[src/rtl/sar_ctrl.sv]
// Successive-approximation ADC controller: sample/hold sequencing, binary search of the DAC
// code one bit per cycle, and a registered result with a one-cycle VALID strobe.
module sar_ctrl #(
  parameter int unsigned NBITS         = 12,
  parameter int unsigned SAMPLE_CYCLES = 2
) (
  input  logic             CLK,
  input  logic             RST_N,
  input  logic             START,
  input  logic             ABORT,
  input  logic             COMP,
  output logic             SAMPLE,
  output logic [NBITS-1:0] DAC_CODE,
  output logic [NBITS-1:0] RESULT,
  output logic             VALID,
  output logic             BUSY
);

  typedef enum logic [1:0] {StIdle, StSamp, StConv, StDone} state_e;

  localparam logic [3:0]       CntLoad = 4'(SAMPLE_CYCLES - 1);
  localparam logic [NBITS-1:0] MsbOnly = {1'b1, {(NBITS-1){1'b0}}};

  state_e           state_q, state_d;
  logic [3:0]       cnt_q, cnt_d;
  logic [NBITS-1:0] ptr_q, ptr_d;
  logic [NBITS-1:0] dac_q, dac_d;
  logic [NBITS-1:0] result_q, result_d;
  logic             sample_q, sample_d;
  logic             valid_q, valid_d;
  logic             busy_q, busy_d;
  logic [NBITS-1:0] trial;

  // Resolve the bit under the pointer, then raise the next lower bit as the new trial.
  assign trial = (COMP ? dac_q : (dac_q & ~ptr_q)) | (ptr_q >> 1);

  always_comb begin
    state_d  = state_q;
    cnt_d    = cnt_q;
    ptr_d    = ptr_q;
    dac_d    = dac_q;
    result_d = result_q;
    unique case (state_q)
      StIdle: begin
        if (START) begin
          state_d = StSamp;
          cnt_d   = CntLoad;
          dac_d   = '0;
        end
      end
      StSamp: begin
        if (ABORT) begin
          state_d = StIdle;
          cnt_d   = '0;
          dac_d   = '0;
        end else if (cnt_q == 4'd0) begin
          state_d = StConv;
          dac_d   = MsbOnly;
          ptr_d   = MsbOnly;
        end else begin
          cnt_d = cnt_q - 4'd1;
        end
      end
      StConv: begin
        if (ABORT) begin
          state_d = StIdle;
          dac_d   = '0;
          ptr_d   = '0;
        end else begin
          dac_d = trial;
          ptr_d = ptr_q >> 1;
          if (ptr_q[0]) begin
            result_d = trial;
            state_d  = StDone;
          end
        end
      end
      StDone: begin
        // START outranks ABORT here; ABORT alone has no effect in DONE.
        dac_d = '0;
        if (START) begin
          state_d = StSamp;
          cnt_d   = CntLoad;
        end else begin
          state_d = StIdle;
        end
      end
      default: begin
        state_d = StIdle;
        dac_d   = '0;
        ptr_d   = '0;
        cnt_d   = '0;
      end
    endcase

    sample_d = (state_d == StSamp);
    valid_d  = (state_d == StDone);
    busy_d   = (state_d != StIdle);
  end

  always_ff @(posedge CLK or negedge RST_N) begin
    if (!RST_N) begin
      state_q  <= StIdle;
      cnt_q    <= '0;
      ptr_q    <= '0;
      dac_q    <= '0;
      result_q <= '0;
      sample_q <= 1'b0;
      valid_q  <= 1'b0;
      busy_q   <= 1'b0;
    end else begin
      state_q  <= state_d;
      cnt_q    <= cnt_d;
      ptr_q    <= ptr_d;
      dac_q    <= dac_d;
      result_q <= result_d;
      sample_q <= sample_d;
      valid_q  <= valid_d;
      busy_q   <= busy_d;
    end
  end

  assign SAMPLE   = sample_q;
  assign DAC_CODE = dac_q;
  assign RESULT   = result_q;
  assign VALID    = valid_q;
  assign BUSY     = busy_q;

endmodule

[config.mk]
export PLATFORM = sky130hd
export DESIGN_NAME = sar_ctrl
export DESIGN_NICKNAME = d
export VERILOG_FILES = /design/src/rtl/sar_ctrl.sv
export SDC_FILE = /design/constraint.sdc
export NUM_CORES = 1
export LEC_CHECK = 0
export CORE_MARGIN = 2
export CORE_UTILIZATION = 30
export DETAILED_ROUTE_END_ITERATION = 8
export MAX_ROUTING_LAYER = met4
export PLACE_DENSITY = 0.5
export SLEW_MARGIN = 20
export SYNTH_ARGS = -nofsm -noshare
export SYNTH_HDL_FRONTEND = slang
export SYNTH_SLANG_ARGS = --single-unit
[constraint.sdc]
create_clock -name CLK -period 1.7 [get_ports CLK]
set_clock_uncertainty 0.15 [all_clocks]
set_input_delay 0.51 -clock CLK [delete_from_list [all_inputs] [get_ports CLK]]
set_output_delay 0.51 -clock CLK [all_outputs]
set_load 0.005 [all_outputs]
Word level (Yosys, flattened, before mapping)
Index checks and enable logic that the tools add are counted.

Logic and storage cells: 54. Input bits: 5. Flip-flop bits (word level): 45.

Bitwise operators: 4. Multiplexer cells: 20. Eq/ne operators: 11. Add/subtract/negate cells: 1. Reduce and logical (&&, ||, !) cells: 10.

Operator list (number): $mux W12 (6); $pmux W12 S4 (1); $pmux W12 S2 (1); $and A12 B12 Y12 (1); $mux W4 (3); $not A12 Y12 (1); $or A12 B11 Y12 (1); $mux W11 (1); $mux W2 (5); $reduce_and A3 Y1 (3); $pmux W2 S4 (1); $pmux W4 S2 (1); $eq A2 B2 Y1 const B (3); $ne A2 B2 Y1 const B (3); $ne A3 B3 Y1 const B (2); $reduce_bool A2 Y1 (3); $eq A2 B1 Y1 const B (2); $logic_not A4 Y1 (1); $sub A4 B1 Y4 const B (1); $logic_not A2 Y1 (1); $ne A2 B1 Y1 const B (1); $reduce_and A2 Y1 (1); $reduce_or A2 Y1 (1); $mux W1 (1); $not A1 Y1 (1).

Longest topological paths before layout
Gate-level depths: netlist (run 1).

Depth in word-level cells: 6. Depth in mapped cells: 8.

Least setup slack after synthesis (run 1)
No wires, ideal clock.

Kind: reg-to-reg. From: register state_q[0]. To: register dac_q[1], in the netlist DAC_CODE[1]. Setup slack: -0.167 ns. Stages on the path, launching flop included: 9. Arrival: 1.596 ns. Clock period less this slack: 1.867 ns. Data required time: 1.429 ns. Library setup time: 0.121 ns. Cell sequence: dfrtp_1 -> inv_1 -> ha_1 -> nor2b_1 -> buf_2 -> nand2_1 -> clkbuf_1 -> o21ai_0 -> a22o_1.

Cells in the longest elaborated chain, start to end: 3. Elaborated cells on any way between the ends: 8. Classes of those cells: 5 x eq/ne; 1 x mux; 2 x reduce/logical.

RTL lines: start: declaration (RTL line 24) `state_e state_q, state_d;`; start signal: assignment (RTL line 103) `state_q <= StIdle;`; start signal: assignment (RTL line 112) `state_q <= state_d;`; $eq A2 B1 Y1 or $logic_not A2 Y1 (tied branches) (RTL line 43) `unique case (state_q)`; $ne A3 B3 Y1 (no line) or $ne A2 B2 Y1 (tied branches); $reduce_and A2 Y1 (no line); end signal: assignment (RTL line 106) `dac_q <= '0;`; end signal: assignment (RTL line 115) `dac_q <= dac_d;`; end: declaration (RTL line 27) `logic [NBITS-1:0] dac_q, dac_d;`.

Parallel ways exist; a longest one is shown, timed or not. A chain may end at the register's enable or synchronous reset.

Final worst setup path (run 1)
From: register cnt_q[1]. To: register dac_q[11], in the netlist DAC_CODE[11].

Cells in the longest elaborated chain, start to end: 3.

RTL lines: start: declaration (RTL line 25) `logic [3:0] cnt_q, cnt_d;`; start signal: assignment (RTL line 113) `cnt_q <= cnt_d;`; $logic_not A4 Y1 (RTL line 56) `end else if (cnt_q == 4'd0) begin`; $ne A3 B3 Y1 (no line); $reduce_and A2 Y1 (no line).

No other way between the ends.

==> results.toml, run 1 <==
[status]
status = "finished, violations left"
violations = "negative setup slack"

[setup_path]
start_kind = "register"
max_stage_delay_ns = 0.41
critPathRequiredTime_ns = 1.74
end_kind = "register"
cp.buffers_inverters = 2
crit_start = "cnt_q[1]$_DFFE_PN0P_"
r2r-start = "cnt_q[1]$_DFFE_PN0P_"
critical_path_class = "register to register"
critical_path_arrival_ns = 1.98
cp_slowest_cell = "dfrtp_1"
crit_fanout = 7
critPathTopFamily = "compound AO/OA/AOI/OAI gates"
path_cells = "inv_2, ha_4, or3b_4, a22oi_4, buf_6, o21ai_1, a32o_1"

[layout]
diodes = 0
area_growth_pct = 50.3
drive_above_1_share = 0.304
final_cell_mix = "46 x buf_4, 44 x dfrtp_1, 42 x nand2_1, 28 x dlygate4sd2_1, 23 x o21ai_0"
fin_nets = 327
final_common_cell = "buf_4"

[synthesis]
syn_area_um2 = 2190
synth_area_leaders = "dfrtp_1 51%, nand2_1 7.4%, o21ai_0 6.8%"
ys_warn_count = 0
yosys.area.top_type_share = 0.514
syn_avg_cell_area_um2 = 9.57
synth_nets = 241
dominantRegCellSynth = "dfrtp_1"
synthDistinctLibCells = 37
seq_area_frac_synth = 0.514
async_flop_share = 1.00
synth-edff-count = 0
synth_top_area_cell = "dfrtp_1"
ys_ff_latch = 45
netlist_instances = 229

[power]
leakagePower_nw = 1.62
p_clk_frac = 0.160
seqPwrFrac = 0.302
power_density_nw_per_um2 = 1300
switching_power_w = 0.00161
combPwrFrac = 0.538
switching_share = 0.376
max-vdd-ir-drop_mv = 0.501
intPower_w = 0.00268

[die]
core_area_um2 = 7180
dieHeight_um = 89.5
die-area_um2 = 8010
rows = 31
io_pins = 32
dieWidth_um = 89.5
initial_core_util = 0.305

[drt]
drtAntennaViolNets = 0
remaining_drc_errors = 0
routed_wl_um = 5940
dr.first_iter.drc_count = 79
dr.pass1.iters = 4
wire_per_inst_um = 14.3
route.vias.total = 1927
viasPerCell = 4.64

[timing]
relSlewSlack = 0.650
finalCritPeriodShare = 1.14
worstMarginPinSlew_ns = 0.523
rsz0062_at_grt = "yes"
max_freq_mhz = 516
hold_violations = 0
slew_viol_final = 0
setup_tns_ns = -4.11
whs_ns = 0.328
setup_slack_ns = -0.240
report.final.setup_viol = 31
period_minus_slack_ns = 1.94

[global_routing]
grt.overflow.total = 0
grt_pass1_wl_um = 9000
grt_use_met2 = 0.242
top_usage_layer = "met2"
antenna_found_initial = 0
gr-usage-met1 = 0.200
grt_pass1_vias = 1851
track_usage = 0.154
use_met3 = 0.0295
grt_max_degree = 26

[clocking]
htree_levels = 2
clk_pin_slew_ns = 0.10
cts_sinks = 45
cts-buffers-inserted = 5
clk_latency_ns = 0.30
cts_tree = "done"
clk_path_buf_depth = 2
root_buffer = "clkbuf_8"

[place]
hpwl_um = 3830
numPortBuffers = 31
place_congestion = 0.802

[worst_hold_path]
hold_path.startpoint = "RESULT[4]$_DFFE_PN0P_"
hp-class = "register to register"

[flow_run]
maxCapViolCount = 0
## kinds of logic (layout without fill, tap and decap cells)
logic type      after synthesis  count (layout)  synth area share
simple gates                 88              89             0.198
compound gates               68              68             0.200
flops                        45              45             0.514
buf+inv                      19             105            0.0382
fa+ha+maj                     7               7            0.0400
mux                           2               2           0.00970
## cells in the mapped netlist, types with 2 or more instances
| master | count |
|---|---|
| dfrtp_1 | 45 |
| o21ai_0 | 30 |
| nand2b_1 | 2 |
| o21bai_1 | 2 |
| nand2_1 | 43 |
| inv_1 | 9 |
| clkbuf_1 | 7 |
| ha_1 | 7 |
| o21ai_1 | 10 |
| a21oi_1 | 3 |
| nor2_1 | 11 |
| and3_1 | 2 |
| a22o_1 | 11 |
| nor2b_1 | 23 |
| a32o_1 | 2 |
## final cells by class
cell class / instances / area (um2)
Clock buffer: 5 / 68.8
Timing Repair Buffer: 88 / 749
Tap cell: 99 / 124
Inverter: 9 / 36.3
Sequential cell: 45 / 1130
Multi-Input combinational cell: 166 / 1170
Clock inverter: 3 / 21.3
Fill cell: 739 / 3880
## state kept, by name (all words and copies together), names as in the netlist
name and count:
DAC_CODE 12, RESULT 12, cnt_q 4, state_q 2, ptr_q 12, SAMPLE 1
BUSY 1, VALID 1
## metrics by stage
| stage | util | total power [W] | worst slack (ns) | area, um2 | instances |
|---|---|---|---|---|---|
| after CTS | 0.435 | 0.00388 | -0.197 | 3120 | 407 |
| final | 0.459 | 0.00430 | -0.240 | 3300 | 415 |
| after floorplan | - | 0.00224 | -0.0920 | 2220 | 229 |
| after global routing | 0.459 | 0.00457 | -0.281 | 3300 | 415 |
| after detailed placement | 0.398 | 0.00291 | -0.578 | 2850 | 381 |
| after global placement | 0.398 | 0.00289 | -0.532 | 2850 | 381 |
## worst reg2reg max path: stages (launching register included)
cell and delay, ns:
dfrtp_1 0.41, inv_2 0.08, ha_4 0.12, or3b_4 0.40
a22oi_4 0.25, buf_6 0.16, o21ai_1 0.06, a32o_1 0.19
## final timing paths
kind / endpoint / slack [ns] / cells past startpoint
max reg2reg: DAC_CODE[11]$_DFFE_PN0P_ / -0.24 / 7
max in group asynchronous: cnt_q[2]$_DFFE_PN0P_ / 0.44 / 3
min in group asynchronous: RESULT[4]$_DFFE_PN0P_ / 0.51 / 2
min: RESULT[4]$_DFFE_PN0P_ / 0.33 / 2
max: DAC_CODE[11]$_DFFE_PN0P_ / -0.24 / 7
min reg2reg: RESULT[4]$_DFFE_PN0P_ / 0.33 / 2
## routing by layer
layer,up-vias,share of wire
met5,-,0
met4,0,0.011
met3,4,0.027
met2,33,0.49
met1,926,0.47
li1,964,-
## power groups by stage
stage / clock network [W] / logic, W / registers [W]
after global routing: 0.000761 / 0.00250 / 0.00131
after floorplan: 0 / 0.000939 / 0.00130
final: 0.000689 / 0.00231 / 0.00130
after CTS: 0.000700 / 0.00190 / 0.00128
after global placement: 0 / 0.00159 / 0.00130
after detailed placement: 0 / 0.00161 / 0.00130
## timing repair
| item | 4_1_cts | 5_1_grt |
|---|---|---|
| hold endpoints to repair | 14 | 0 |
| hold buffers | 1 | 0 |
| pin swaps | 1 | 6 |
| buffers inserted | 15 | 5 |
| endpoints found under the setup margin | 59 | 34 |
| gates resized for setup | 51 | 28 |
| gates cloned | 2 | 3 |
Note: power is estimated with default switching activity, not from simulation.
==> inputs of run 2 (changes only) <==
--- a/config.mk
+++ b/config.mk
@@ -5,9 +5,9 @@
 export SDC_FILE = /design/constraint.sdc
 export NUM_CORES = 1
 export LEC_CHECK = 0
-export CORE_MARGIN = 2
 export CORE_UTILIZATION = 30
 export DETAILED_ROUTE_END_ITERATION = 8
+export HOLD_SLACK_MARGIN = 0.03
 export MAX_ROUTING_LAYER = met4
 export PLACE_DENSITY = 0.5
 export SLEW_MARGIN = 20
==> run 2 against run 1 <==
Net effect: the flow still finishes with violations (negative setup slack); global-route usage increased by 0.42 points; hold slack worse by 0.32 ns; largest power group unchanged; largest cell class unchanged; wire length decreased by 9.7%; critical endpoint is now DAC_CODE[1]$_DFFE_PN0P_.
==> results.toml, run 2 (synthesis gave the netlist of run 1 again) <==
[status]
violations = "negative setup slack"
status = "finished, violations left"

[clocking]
clk_pin_slew_ns = 0.09
htree_levels = 2
root_buffer = "clkbuf_8"
cts_sinks = 45
cts-buffers-inserted = 5
clk_path_buf_depth = 2
clk_latency_ns = 0.30
cts_hold_buf = 0
cts_tree = "done"

[layout]
drive_above_1_share = 0.321
area_growth_pct = 48.6
diodes = 0
final_cell_mix = "48 x buf_4, 45 x dfrtp_1, 42 x nand2_1, 28 x dlygate4sd2_1, 26 x o21ai_0"
fill_cells = 666
final_common_cell = "buf_4"
fin_area_um2 = 3260
fin_nets = 323

[timing]
relSlewSlack = 0.674
report.final.setup_viol = 28
setup_slack_ns = -0.201
rsz0062_at_grt = "yes"
max_freq_mhz = 526
period_minus_slack_ns = 1.90
worstMarginPinSlew_ns = 0.487
slew_viol_final = 0
finalCritPeriodShare = 1.12
hold_violations = 0

[flow_run]
maxCapViolCount = 0

[die]
core_area_um2 = 6940
dieWidth_um = 87.5
dieHeight_um = 87.5
io_pins = 32
die-area_um2 = 7650
rows = 30
initial_core_util = 0.316

[drt]
remaining_drc_errors = 0
viasPerCell = 4.65
wire_per_inst_um = 13.1
routed_wl_um = 5360
dr.pass1.iters = 4
dr.first_iter.drc_count = 59
drtAntennaViolNets = 0
route.vias.total = 1897

[worst_hold_path]
hp-class = "primary input to asynchronous set/reset pin"

[global_routing]
grt_max_degree = 46
track_usage = 0.158
grt_pass1_vias = 1788
grt.overflow.total = 0
antenna_found_initial = 0
grt_pass1_wl_um = 8910

[setup_path]
end_kind = "register"
path_cells = "inv_2, ha_4, or3b_4, a22oi_4, buf_6, o21ai_0, a22o_1"
critPathTopFamily = "compound AO/OA/AOI/OAI gates"
critical_path_class = "register to register"
start_kind = "register"
critPathRequiredTime_ns = 1.74
crit_fanout = 7
cp.buffers_inverters = 2
max_stage_delay_ns = 0.40
cp_slowest_cell = "dfrtp_1"
critical_path_arrival_ns = 1.94

[power]
max-vdd-ir-drop_mv = 0.572
switching_power_w = 0.00155
combPwrFrac = 0.531
leakagePower_nw = 1.63
p_clk_frac = 0.165
switching_share = 0.366
seqPwrFrac = 0.303
intPower_w = 0.00268
power_density_nw_per_um2 = 1300

[place]
placed_area_um2 = 2810
place_congestion = 0.860
numPortBuffers = 31
pre_cts_ws_ns = -0.610
hpwl_um = 3530
## run 2: cell count changes in the layout (fill, tap and decap cells not counted), sizes merged
| cell | previous run | this run |
|---|---|---|
| buf | 57 | 54 |
| dlygate4sd3 | 1 | 0 |
## run 2: area by class of cell
| type | instances | area [um2] | area share |
|---|---|---|---|
| sequential | 45 | 1130 | 0.346 |
| tap | 96 | 120 | 0.0369 |
| clock inverter | 3 | 25.0 | 0.00768 |
| timing repair buffer | 84 | 699 | 0.215 |
| inverter | 9 | 33.8 | 0.0104 |
| clock buffer | 5 | 68.8 | 0.0211 |
| multi-input combinational | 166 | 1180 | 0.364 |
## run 2: routing by layer
layer | vias to the layer above | global-route usage | routed length [um] | part of all wire
met2 | 20 | 0.246 | 2500 | 0.47
met5 | - | - | 0 | 0
met4 | 0 | 0.0492 | 54 | 0.010
met1 | 925 | 0.214 | 2720 | 0.51
met3 | 4 | 0.0199 | 90 | 0.017
li1 | 948 | - | - | -
## run 2: path summary, 6_finish.rpt
path	start	slack, ns	end	depth (start not counted)
hold / removal	RST_N	0.01	cnt_q[2]$_DFFE_PN0P_	2
setup / recovery	cnt_q[0]$_DFFE_PN0P_	-0.20	DAC_CODE[1]$_DFFE_PN0P_	7
setup reg to reg	cnt_q[0]$_DFFE_PN0P_	-0.20	DAC_CODE[1]$_DFFE_PN0P_	7
hold reg to reg	RESULT[4]$_DFFE_PN0P_	0.33	RESULT[4]$_DFFE_PN0P_	2
min in group CLK	RESULT[4]$_DFFE_PN0P_	0.33	RESULT[4]$_DFFE_PN0P_	2
max in group asynchronous	RST_N	1.15	state_q[1]$_DFF_PN0_	2
## run 2: repair_timing
item	CTS	global route
pin swaps	5	5
endpoints found under the hold margin	0	0
buffers inserted	21	4
resized for setup	60	15
gates cloned	2	0
endpoints found under the setup margin	59	32
## run 2: worst reg2reg max path, delay by kind of cell, from the launching register on
family | cells | cell delay (ns)
buffers and inverters | 2 | 0.25
flip-flops | 1 | 0.40
AO/OA/AOI/OAI | 3 | 0.47
AND/OR/NAND/NOR | 1 | 0.40
adder cells (fa/ha/maj) | 1 | 0.12
## run 2: metrics by stage
stage / cells / total power, W / setup TNS (ns) / hold WS [ns] / util
2_1_floorplan: 229 / 0.00224 / -1.06 / 0.0644 / -
3_3_place_gp: 374 / 0.00288 / -16.02 / 0.309 / 0.404
3_5_place_dp: 374 / 0.00289 / -16.74 / 0.320 / 0.404
4_1_cts: 404 / 0.00400 / -2.22 / 0.0379 / 0.453
5_1_grt: 408 / 0.00451 / -5.44 / 0.0526 / 0.469
6_report: 408 / 0.00423 / -3.26 / 0.0106 / 0.469
## run 2: power groups by stage
| stage | Clock (W) | Sequential, W | Combinational [W] |
|---|---|---|---|
| after floorplan | 0 | 0.00130 | 0.000939 |
| after global placement | 0 | 0.00130 | 0.00159 |
| after detailed placement | 0 | 0.00130 | 0.00159 |
| after CTS | 0.000724 | 0.00128 | 0.00199 |
| after global routing | 0.000765 | 0.00130 | 0.00245 |
| final | 0.000699 | 0.00128 | 0.00225 |
==> inputs of run 3 (changes only) <==
--- a/config.mk
+++ b/config.mk
@@ -5,11 +5,11 @@
 export SDC_FILE = /design/constraint.sdc
 export NUM_CORES = 1
 export LEC_CHECK = 0
-export CORE_UTILIZATION = 30
+export CORE_UTILIZATION = 40
 export DETAILED_ROUTE_END_ITERATION = 8
 export HOLD_SLACK_MARGIN = 0.03
 export MAX_ROUTING_LAYER = met4
-export PLACE_DENSITY = 0.5
+export PLACE_DENSITY = 0.63
 export SLEW_MARGIN = 20
 export SYNTH_ARGS = -nofsm -noshare
 export SYNTH_HDL_FRONTEND = slang
==> constraint.sdc (replaced) <==
create_clock -name CLK -period 1.7 [get_ports CLK]
set_clock_uncertainty 0.15 [all_clocks]
set_input_delay 0.51 -clock CLK [delete_from_list [all_inputs] [get_ports CLK]]
set_output_delay 0.51 -clock CLK [all_outputs]
set_load 0.02 [all_outputs]
==> run 3 against run 2 <==
Net effect: the flow still finishes with violations (negative setup slack); cell count is 7.8% lower; die area is 24% lower; flip-flop and latch count stayed put; clock power is 1% lower; register-to-register slack worse by 0.02 ns; first-iteration DRC count is 100% higher; total power is 4.1% higher; setup slack worse by 0.015 ns; core utilization is 15 points higher.
==> results.toml, run 3 (synthesis gave the netlist of run 1 again) <==
[setup_path]
critPathTopFamily = "compound AO/OA/AOI/OAI gates"
crit_fanout = 7
critical_path_class = "register to register"
cp_slowest_cell = "dfrtp_1"
start_kind = "register"
end_kind = "register"
critical_path_arrival_ns = 1.96
critPathRequiredTime_ns = 1.75
max_stage_delay_ns = 0.40
path_cells = "inv_2, ha_4, or3b_4, a22oi_4, buf_6, o21ai_2, a22o_1"
cp.buffers_inverters = 2

[timing]
setup_tns_ns = -2.55
period_minus_slack_ns = 1.92
relSlewSlack = 0.771
max_freq_mhz = 522
finalCritPeriodShare = 1.13
slew_viol_final = 0
report.final.setup_viol = 21
worstMarginPinSlew_ns = 0.344
setup_slack_ns = -0.216
rsz0062_at_grt = "yes"
hold_violations = 0

[drt]
routed_wl_um = 5620
route.vias.total = 1902
met3WireLength_um = 163
wl_met1_um = 2740
dr.first_iter.drc_count = 118
remaining_drc_errors = 0
topRoutingLayerUsed = "met4"
drtAntennaViolNets = 0
routed-wl-met2_um = 2630
wire_per_inst_um = 15.0
viasPerCell = 5.06
dr.pass1.iters = 4

[status]
violations = "negative setup slack"
status = "finished, violations left"

[clocking]
root_buffer = "clkbuf_8"
clk_latency_ns = 0.31
clk_pin_slew_ns = 0.09
cts_tree = "done"
cts-buffers-inserted = 5
clk_path_buf_depth = 2
cts_sinks = 45
htree_levels = 2

[layout]
area_growth_pct = 46.4
layout.cells.non_filler = 376
drive_above_1_share = 0.373
diodes = 0
final_common_cell = "dfrtp_1"
final_cell_mix = "43 x dfrtp_1, 37 x nand2_1, 36 x buf_4, 20 x nor2b_1, 19 x o21ai_0"
fin_area_um2 = 3210
fin_nets = 317

[place]
placed_area_um2 = 2800
place_congestion = 0.871
pre_cts_ws_ns = -0.561
hpwl_um = 3490
numPortBuffers = 31
dp_cells = 351

[flow_run]
maxCapViolCount = 0

[global_routing]
antenna_found_initial = 0
grt.overflow.total = 0
grt_max_degree = 46
grt_pass1_vias = 1732
grt_pass1_wl_um = 8810
track_usage = 0.200

[die]
initial_core_util = 0.421
rows = 26
die-area_um2 = 5780
dieWidth_um = 76.0
dieHeight_um = 76.0
io_pins = 32
core_area_um2 = 5200

[power]
max-vdd-ir-drop_mv = 0.957
power_density_nw_per_um2 = 1370
leakagePower_nw = 1.51
power.total_w = 0.00440

[worst_hold_path]
hp-class = "register to register"
## run 3: layout make-up
cell class	instances	area [um2]
multi-input combinational	166	1200
clock inverter	3	25.0
sequential	45	1130
fill	446	2000
tap	70	87.6
clock buffer	5	68.8
inverter	9	38.8
timing repair buffer	78	657
## run 3: power breakdown
part | internal [W] | switching [W] | total (W) | leakage, nW
registers | 0.00120 | 0.000104 | 0.00130 | 0.611
clock network | 0.000297 | 0.000395 | 0.000692 | 0.0447
logic | 0.00123 | 0.00118 | 0.00241 | 0.850
total | 0.00272 | 0.00168 | 0.00440 | 1.51
## run 3: repair_timing
item | 4_1_cts | 5_1_grt
pin swaps | 5 | 5
cloned | 2 | 2
gates resized for setup | 72 | 63
endpoints found under the hold margin | 21 | 0
buffers inserted | 4 | 8
setup endpoints to repair | 60 | 52
hold buffers | 1 | 0
## run 3: final timing paths
kind,startpoint,slack [ns],to,cells past startpoint
max,cnt_q[0]$_DFFE_PN0P_,-0.22,DAC_CODE[2]$_DFFE_PN0P_,7
min,RESULT[9]$_DFFE_PN0P_,0.33,RESULT[9]$_DFFE_PN0P_,2
max reg2reg,cnt_q[0]$_DFFE_PN0P_,-0.22,DAC_CODE[2]$_DFFE_PN0P_,7
min reg2reg,RESULT[9]$_DFFE_PN0P_,0.33,RESULT[9]$_DFFE_PN0P_,2
max in group asynchronous,RST_N,0.62,state_q[1]$_DFF_PN0_,3
min in group asynchronous,RST_N,0.54,DAC_CODE[0]$_DFFE_PN0P_,3
## run 3: worst reg2reg max path: stages, from the launching register on
cell,delay (ns)
dfrtp_1,0.40
inv_2,0.09
ha_4,0.13
or3b_4,0.39
a22oi_4,0.22
buf_6,0.18
o21ai_2,0.06
a22o_1,0.20
## run 3: per-layer routing
layer  GRT usage  up-vias
li1            -      941
met1       0.283      910
met2       0.295       43
met3      0.0287        8
met4      0.0712        0
met5           -        -
## run 3: metrics by stage
stage          hold slack, ns  utilization
2_1_floorplan          0.0644            -
3_3_place_gp            0.312        0.538
3_5_place_dp            0.324        0.538
4_1_cts                 0.339        0.582
5_1_grt                 0.364        0.617
6_report                0.333        0.617
